--- src/rtl/newton_controller.sv ---
// Sequencer for an online Newton datapath: loads x0/b digit streams, runs ITERATIONS
// passes of DIGITS+ONLINE_DELAY cycles, then streams the result. Option: NEWTON_CTRL_DIGIT_CHECK_EN.
module newton_controller #(
  parameter int DIGITS       = 16,
  parameter int ONLINE_DELAY = 3,
  parameter int ITERATIONS   = 4
) (
  input  logic       clk,
  input  logic       asyn_reset_n,
  input  logic       start,
  input  logic       in_valid,
  output logic       in_ready,
  input  logic [1:0] in_x0,
  input  logic [1:0] in_b,
  output logic [1:0] x_zero,
  output logic [1:0] b_value,
  output logic       newton_enable,
  output logic       newton_clr,
  input  logic [1:0] res_digit,
  output logic       out_valid,
  input  logic       out_ready,
  output logic [1:0] out_digit,
  output logic       busy,
  output logic       err
);

  localparam int RUN_LEN = DIGITS + ONLINE_DELAY;
  localparam int IW      = $clog2(DIGITS);
  localparam int KW      = $clog2(RUN_LEN);
  localparam int CW      = $clog2(ITERATIONS + 1);

  typedef enum logic [2:0] {IDLE, LOAD, CLEAR, RUN, DRAIN, UNLOAD} state_t;

  state_t          state;
  logic [IW-1:0]   idx;
  logic [KW-1:0]   k;
  logic [CW-1:0]   iter;

  logic [1:0] xbuf [DIGITS];
  logic [1:0] bbuf [DIGITS];
  logic [1:0] nbuf [DIGITS];

  // Code 11 is not a legal signed digit; it is stored as zero.
  function automatic logic [1:0] sanitize(input logic [1:0] d);
    return (d == 2'b11) ? 2'b00 : d;
  endfunction

  logic          load_beat;
  logic          capture;
  logic          run_last;
  logic [KW-1:0] k_next;
  logic [IW-1:0] idx_next;
  logic [IW-1:0] cap_idx;
  logic [CW-1:0] iter_next;
  logic [1:0]    res_clean;

  assign load_beat = (state == LOAD) && in_valid;
  assign capture   = (state == RUN) && (k >= KW'(ONLINE_DELAY));
  assign run_last  = (state == RUN) && (k == KW'(RUN_LEN - 1));
  assign k_next    = k + KW'(1);
  assign idx_next  = idx + IW'(1);
  assign cap_idx   = IW'(k - KW'(ONLINE_DELAY));
  assign iter_next = iter + CW'(1);
  assign res_clean = sanitize(res_digit);

  always_ff @(posedge clk or negedge asyn_reset_n) begin
    if (!asyn_reset_n) begin
      state         <= IDLE;
      idx           <= '0;
      k             <= '0;
      iter          <= '0;
      in_ready      <= 1'b0;
      out_valid     <= 1'b0;
      busy          <= 1'b0;
      newton_enable <= 1'b0;
      newton_clr    <= 1'b1;
      x_zero        <= 2'b00;
      b_value       <= 2'b00;
      out_digit     <= 2'b00;
    end else begin
      // NOTE: a default non-blocking assignment at the top of a clocked block is
      // overridden by any later one in the same edge; this makes newton_clr a one-cycle pulse.
      newton_clr <= 1'b0;
      case (state)
        IDLE: begin
          if (start) begin
            state    <= LOAD;
            in_ready <= 1'b1;
            busy     <= 1'b1;
            idx      <= '0;
            iter     <= '0;
          end
        end
        LOAD: begin
          if (in_valid) begin
            if (idx == IW'(DIGITS - 1)) begin
              state      <= CLEAR;
              in_ready   <= 1'b0;
              newton_clr <= 1'b1;
              idx        <= '0;
            end else begin
              idx <= idx_next;
            end
          end
        end
        CLEAR: begin
          state         <= RUN;
          k             <= '0;
          newton_enable <= 1'b1;
          x_zero        <= xbuf[0];
          b_value       <= bbuf[0];
        end
        RUN: begin
          if (run_last) begin
            newton_enable <= 1'b0;
            x_zero        <= 2'b00;
            b_value       <= 2'b00;
            iter          <= iter_next;
            if (iter_next < CW'(ITERATIONS)) begin
              state      <= CLEAR;
              newton_clr <= 1'b1;
            end else begin
              state <= DRAIN;
            end
          end else begin
            k <= k_next;
            // Past the last operand digit the datapath is fed zeros while it flushes.
            if (k_next < KW'(DIGITS)) begin
              x_zero  <= xbuf[IW'(k_next)];
              b_value <= bbuf[IW'(k_next)];
            end else begin
              x_zero  <= 2'b00;
              b_value <= 2'b00;
            end
          end
        end
        DRAIN: begin
          state     <= UNLOAD;
          out_valid <= 1'b1;
          out_digit <= xbuf[0];
          idx       <= '0;
        end
        UNLOAD: begin
          if (out_ready) begin
            if (idx == IW'(DIGITS - 1)) begin
              state     <= IDLE;
              out_valid <= 1'b0;
              out_digit <= 2'b00;
              busy      <= 1'b0;
              idx       <= '0;
            end else begin
              idx       <= idx_next;
              out_digit <= xbuf[idx_next];
            end
          end
        end
        default: state <= IDLE;
      endcase
    end
  end

  // NOTE: digit buffers carry no reset; every entry is written before it is read in a job,
  // so clearing them would only add reset fan-out.
  always_ff @(posedge clk) begin
    if (load_beat) begin
      xbuf[idx] <= sanitize(in_x0);
      bbuf[idx] <= sanitize(in_b);
    end
    if (capture) begin
      nbuf[cap_idx] <= res_clean;
    end
    // The final captured digit arrives on the same edge as the reload, so it bypasses nbuf.
    if (run_last) begin
      for (int i = 0; i < DIGITS; i++) begin
        xbuf[i] <= (i == DIGITS - 1) ? res_clean : nbuf[i];
      end
    end
  end

`ifdef NEWTON_CTRL_DIGIT_CHECK_EN
  always_ff @(posedge clk or negedge asyn_reset_n) begin
    if (!asyn_reset_n) begin
      err <= 1'b0;
    end else if ((state == IDLE) && start) begin
      err <= 1'b0;
    end else if ((load_beat && ((in_x0 == 2'b11) || (in_b == 2'b11))) ||
                 (capture && (res_digit == 2'b11))) begin
      err <= 1'b1;
    end
  end
`else
  assign err = 1'b0;
`endif

endmodule

--- config.mk ---
export PLATFORM = sky130hd
export DESIGN_NAME = newton_controller
export DESIGN_NICKNAME = d
export VERILOG_FILES = /design/src/rtl/newton_controller.sv
export SDC_FILE = /design/constraint.sdc
export NUM_CORES = 1
export LEC_CHECK = 0
export CAP_MARGIN = 20
export CORE_MARGIN = 4
export CORE_UTILIZATION = 60
export DETAILED_ROUTE_END_ITERATION = 16
export PLACE_DENSITY_LB_ADDON = 0.05
export SYNTH_ARGS = -nofsm -noshare
export SYNTH_HDL_FRONTEND = slang
export SYNTH_SLANG_ARGS = --single-unit
--- constraint.sdc ---
create_clock -name clk -period 3.9 [get_ports clk]
set_input_delay 0.78 -clock clk [delete_from_list [all_inputs] [get_ports clk]]
set_output_delay 0.78 -clock clk [all_outputs]
set_load 0.02 [all_outputs]
# [Word level (Yosys, flattened, before mapping)]
# Memories as Yosys holds them, arrays and structs flattened.
# Cells that the tools add are included.
[totals] register_bits=26 ram_bits=96 in_bits=11 output_inout_bits=12 word_cells=112 memories=3
[memory_table] memory="bbuf" words=16 width=2 read_ports=2 rd_clocked_by_memory_dff=0 wr=1 line_no="40" text="logic [1:0] bbuf [DIGITS];"
[memory_table] memory="nbuf" words=16 width=2 read_ports=15 rd_clocked_by_memory_dff=0 wr=1 line_no="41" text="logic [1:0] nbuf [DIGITS];"
[memory_table] memory="xbuf" words=16 width=2 read_ports=3 rd_clocked_by_memory_dff=0 wr=16 line_no="39" text="logic [1:0] xbuf [DIGITS];"
[op_classes] n_addsub=4 magnitude_cmp=3 n_eq_ne=17 n_mux=53 reduce_logical=20
[op_table] cell="$mux 3" count=9
[op_table] cell="$mux 2" count=10
[op_table] cell="$mux 4" count=5
[op_table] cell="$pmux 3 s6" count=1
[op_table] cell="$mux 1" count=16
[op_table] cell="$pmux 4 s4" count=1
[op_table] cell="$ne 2x2->1 const B" count=6
[op_table] cell="$pmux 2 s2" count=3
[op_table] cell="$reduce_and 4->1" count=3
[op_table] cell="$pmux 1 s2" count=5
[op_table] cell="$pmux 5 s2" count=1
[op_table] cell="$reduce_bool 2->1" count=5
[op_table] cell="$eq 2x2->1 const B" count=3
[op_table] cell="$eq 3x2->1 const B" count=2
[op_table] cell="$eq 3x3->1 const B" count=2
[op_table] cell="$pmux 3 s2" count=1
[op_table] cell="$reduce_and 2->1" count=3
[op_table] cell="$reduce_and 3->1" count=2
[op_table] cell="$reduce_and 6->1" count=1
[op_table] cell="$add 5x1->5 const B" count=1
[op_table] cell="$eq 5x5->1 const B" count=1
[op_table] cell="$ge 5x2->1 const B" count=1
[op_table] cell="$lt 5x5->1 const B" count=1
[op_table] cell="$mux 5" count=1
[op_table] cell="11 further kinds" count=13

# [Logic depth before layout (Yosys ltp)]
[depth] depth_word=6 depth_mapped=10 ltp_nobuf=6

# [Worst setup path after synthesis]
# OpenSTA, ideal clock, no wires.
[synth_path] kind="register -> register" start="register k[0]" end="register b_value[1]" setup_time_ns=0.144 arrival_time_ns=2.228 t_required_ns=3.756 setup_slack_ns=1.528 path_stages_with_launch=11 path_buffers=4 synth_period_minus_slack_ns=2.372 cell_sequence="dfrtp_1 buf_6 buf_8 inv_1 ha_1 buf_2 buf_2 mux4_2 mux2_2 o211ai_1 o221ai_1"
[synth_between] elab_chain_len=5 elab_cells_between_ends=8 classes_between="add/sub (1); order compare (1); eq/ne (1); mux (3); reduce/logical (1); memory (1)"
[synth_rtl] element="start, declared" line_no="36" text="logic [KW-1:0] k;"
[synth_rtl] element="start signal, assigned" line_no="126" text="k <= k_next;"
[synth_rtl] element="$add 5x1->5" line_no="60" text="assign k_next = k + KW'(1);"
[synth_rtl] element="$mem_v2 16x2 / $lt 5x5->1 (equally long branches)"
[synth_rtl] element="$mux 2" line_no="128" text="if (k_next < KW'(DIGITS)) begin"
[synth_rtl] element="$mux 2 *" line_no="114" text="if (run_last) begin"
[synth_rtl] element="$pmux 2 s2 *" line_no="84" text="case (state)"
[synth_rtl] element="end signal, assigned" line_no="111" text="b_value <= bbuf[0];"
[synth_rtl] element="end signal, assigned" line_no="130" text="b_value <= bbuf[IW'(k_next)];"
[synth_rtl] element="end, declared" line_no="16" text="output logic [1:0] b_value,"
# Every way passes the cells marked *; elsewhere a longest branch is shown, timed or not.
# A chain may end at the register's enable or synchronous reset.

# [Worst setup path in the final report]
# Ends and elaborated chain as after synthesis.

==> impl_metrics.py <==
metrics = {
    "timing": {
        "max-slew-margin-rel_pct": 30.7,
        "setup_violations_final": 0,
        "tns_ns": 0,
        "grt_setup_unrepaired": "false",
        "final_max_slew_viol_count": 0,
        "finClkSkew_ns": 0.00975,
        "tightest_pin_transition_ns": 1.04,
        "final_period_minus_worst_setup_slack_ns": 2.80,
        "min_period_over_period_pct": 71.9,
        "timing.fmax_ghz": 0.357,
        "timing.final.hold_violations": 0,
    },
    "detailed_routing": {
        "vias": 3821,
        "routed_wl_um": 13200,
        "dr.pass1.iters": 5,
        "detail_route.iter0.violations": 369,
        "route.detailed.drc": 0,
        "wire_per_inst_um": 22.0,
        "routed_via_density": 6.38,
        "ant_nets": 0,
    },
    "grt": {
        "globalRouteMet1Util_pct": 36.0,
        "globalRouteOverflowTotal": 0,
        "busiest_layer": "met2",
        "grt_start_max_net_pins": 40,
        "grtUsageMet2_pct": 37.7,
        "antenna_found_initial": 0,
        "global_route_wire_length_before_repair_um": 21200,
        "vias_in_the_first_global_route": 3708,
        "globalRouteTotalUtil_pct": 25.2,
        "global_route.usage.met3_pct": 6.44,
    },
    "setup_path": {
        "worst_setup_path_end_kind": "flop",
        "r2r_cells": 7,
        "timing.rr.end": "b_value[1]",
        "critPathMaxFanout": 19,
        "crit_path_cell_chain": "buf_4 -> inv_1 -> ha_1 -> mux4_1 -> mux2_2 -> o211ai_1 -> o221ai_1",
        "critical_path_required_ns": 4.25,
        "worstReg2RegStart": "k[0]",
        "critical_path_slowest_stage_cell": "sky130_fd_sc_hd__ha_1",
        "cp_data_arrival_time_ns": 3.15,
        "critPathLaunchType": "flop",
        "timing.critical_path.slowest_cell_delay_ns": 0.86,
        "timing.reg2reg.setup_slack_ns": 1.10,
        "setup.worst_path.class": "reg -> reg",
        "worstSetupStartpoint": "k[0]",
    },
    "die": {
        "boundaryPins": 23,
        "starting_density_of_the_core_pct": 62.6,
        "die_area_um2": 11400,
        "fp.dieH_um": 107,
        "die_x_um": 107,
        "core_area_um2": 9370,
        "rows": 35,
    },
    "logic_synthesis": {
        "ys_seq_area_share_pct": 59.2,
        "synth_cell_type_count": 52,
        "synth_top_area_share_pct": 48.1,
        "ys_top_cells_by_count": "sky130_fd_sc_hd__edfxtp_1 (94), sky130_fd_sc_hd__nor2_1 (36), sky130_fd_sc_hd__a21o_1 (33), sky130_fd_sc_hd__o21ai_0 (33), sky130_fd_sc_hd__nand2_1 (29)",
        "synthDominantAreaCellType": "sky130_fd_sc_hd__edfxtp_1",
        "synth_fp_nets": 460,
        "postSynth.asyncResetShare_pct": 21.7,
        "mappedNetlistArea_um2": 5870,
        "ys_dominant_reg_cell": "sky130_fd_sc_hd__edfxtp_1",
        "postSynthRegisterBits": 120,
        "synthCells": 439,
        "most_repeated_cell_in_the_gate_level_netlist_after_synthesis": "sky130_fd_sc_hd__edfxtp_1",
        "post_synth_main_area_contributors": "sky130_fd_sc_hd__edfxtp_1 (48%), sky130_fd_sc_hd__dfrtp_1 (11%), sky130_fd_sc_hd__mux4_2 (6.1%), sky130_fd_sc_hd__a21o_1 (4.2%), sky130_fd_sc_hd__mux4_1 (3.6%)",
        "yosys_warnings": 0,
        "syn_area_per_cell_um2": 13.4,
        "synth_enable_flop_cells": 94,
    },
    "power_and_ir_drop": {
        "power.ir.vdd_worst_mv": 0.451,
        "power_per_cell_area_nw_per_um2": 773,
        "power.static_leakage_nw": 2.65,
    },
    "flow_run": {
        "drv_cap": 0,
    },
    "min_path": {
        "classification_of_the_worst_slack_hold_path": "in -> async",
    },
    "cts": {
        "clock_sinks": 120,
        "clockRootBuffer": "sky130_fd_sc_hd__clkbuf_8",
        "post-cts-setup-buffers": 0,
        "postCtsHoldBufs": 0,
        "cts_tree": "built",
        "cts_made_buffers": 17,
        "clkLatencyLatePin_ns": 0.52,
        "clkSlewWorstSetupHoldPaths_ns": 0.06,
        "postcts_resize_cnt": 0,
        "clock_tree.htree_level_count": 4,
        "ctsLongestPathBuffers": 2,
    },
    "layout": {
        "design.final.nets": 478,
        "design_area_um2": 6700,
        "drive_gt1_share_pct": 14.9,
        "num-fill-cells": 652,
        "relative_area_change_from_synthesis_to_final_layout_pct": 14.2,
        "n_antenna_cell": 0,
    },
    "placed_design": {
        "gp_congestion": 0.848,
        "dp.final_hpwl_um": 9060,
        "buffers_on_ports": 21,
        "placedInstanceArea_um2": 6110,
    },
    "run_status": {
        "run_status": "finished clean",
    },
}
-- worst max path at each step --
stage | end | cells past startpoint
floorplan | b_value[1] | 10
global placement | xbuf[0][0] | 5
detailed placement | xbuf[0][0] | 5
CTS | b_value[1] | 7
global route | b_value[1] | 7
finish | b_value[1] | 7
-- final cells by class --
| type | count | area (um2) | area share [%] |
|---|---|---|---|
| sequential | 120 | 3470 | 51.8 |
| multi-input combinational | 279 | 2200 | 32.8 |
| clock buffer | 26 | 499 | 7.45 |
| timing repair buffer | 28 | 267 | 3.98 |
| tap | 129 | 161 | 2.41 |
| clock inverter | 6 | 62.6 | 0.934 |
| inverter | 11 | 41.3 | 0.616 |
-- layout by cell type (no fill, tap or decap), types with 5 or more instances in the layout --
cell type,netlist,routed
sky130_fd_sc_hd__buf_4,2,6
sky130_fd_sc_hd__or2_2,5,5
sky130_fd_sc_hd__nand2_1,29,29
sky130_fd_sc_hd__mux4_1,8,8
sky130_fd_sc_hd__clkbuf_16,0,17
sky130_fd_sc_hd__mux2i_1,9,9
sky130_fd_sc_hd__clkdlybuf4s50_1,0,21
sky130_fd_sc_hd__clkbuf_1,13,5
sky130_fd_sc_hd__a21o_1,33,33
sky130_fd_sc_hd__nand2b_1,8,8
sky130_fd_sc_hd__nand3_1,9,9
sky130_fd_sc_hd__inv_1,11,11
sky130_fd_sc_hd__mux4_2,16,16
sky130_fd_sc_hd__edfxtp_1,94,94
sky130_fd_sc_hd__nor3_1,6,6
sky130_fd_sc_hd__dfrtp_1,25,25
sky130_fd_sc_hd__nor2_1,36,36
sky130_fd_sc_hd__o211ai_1,10,10
sky130_fd_sc_hd__a21oi_1,9,9
sky130_fd_sc_hd__ha_1,10,10
sky130_fd_sc_hd__xor2_1,5,5
sky130_fd_sc_hd__nor2b_1,8,8
sky130_fd_sc_hd__mux2_2,7,7
sky130_fd_sc_hd__o21ai_0,33,33
-- per-layer routing --
metal | share of wire, % | wire [um]
met1 | 43 | 5630
met2 | 48 | 6300
met3 | 7.4 | 976
met4 | 1.8 | 243
met5 | 0 | 0
-- power by group --
part	switching [mW]	internal [mW]
Sequential	0.246	1.60
Combinational	1.01	0.851
Clock	0.544	0.934
-- kinds of logic (layout without fill, tap and decap cells) --
| kind of cell | count (synthesis) | after routing | synth area share (%) |
|---|---|---|---|
| other cells | 1 | 1 | 0.0639 |
| flops | 120 | 120 | 59.2 |
| compound gates | 103 | 103 | 11.6 |
| fa+ha+maj | 10 | 10 | 2.13 |
| simple gates | 120 | 120 | 10.3 |
| xor+xnor | 5 | 5 | 0.747 |
| buf+inv | 40 | 71 | 3.33 |
| mux | 40 | 40 | 12.6 |
-- per-stage QoR --
stage / cells / util [%] / worst slack (ns) / total power [mW] / hold slack [ns]
after detailed placement: 564 / 65.2 / 1.07 / 3.71 / 0.487
after global placement: 564 / 65.2 / 1.11 / 3.66 / 0.466
after CTS: 596 / 71.2 / 1.09 / 5.20 / 0.438
after global routing: 599 / 71.5 / 0.873 / 5.47 / 0.446
final: 599 / 71.5 / 1.10 / 5.18 / 0.458
after floorplan: 439 / - / 1.53 / 3.22 / 0.465
-- worst max-delay path, delay by kind of cell (launching register included) --
| kind | cells | cell delay [ns] |
|---|---|---|
| AOI/OAI and AO/OA | 2 | 0.24 |
| buffers and inverters | 2 | 0.50 |
| adders and majority gates | 1 | 0.86 |
| muxes | 2 | 0.70 |
| DFF | 1 | 0.32 |
-- registers in the layout, summed over array words and instances, names as in the netlist, 2 cells and up --
register,count
b_value,2
bbuf,32
idx,4
iter,3
k,5
nbuf,30
out_digit,2
state,3
x_zero,2
xbuf,32
Note: power is estimated with default switching activity, not from simulation.
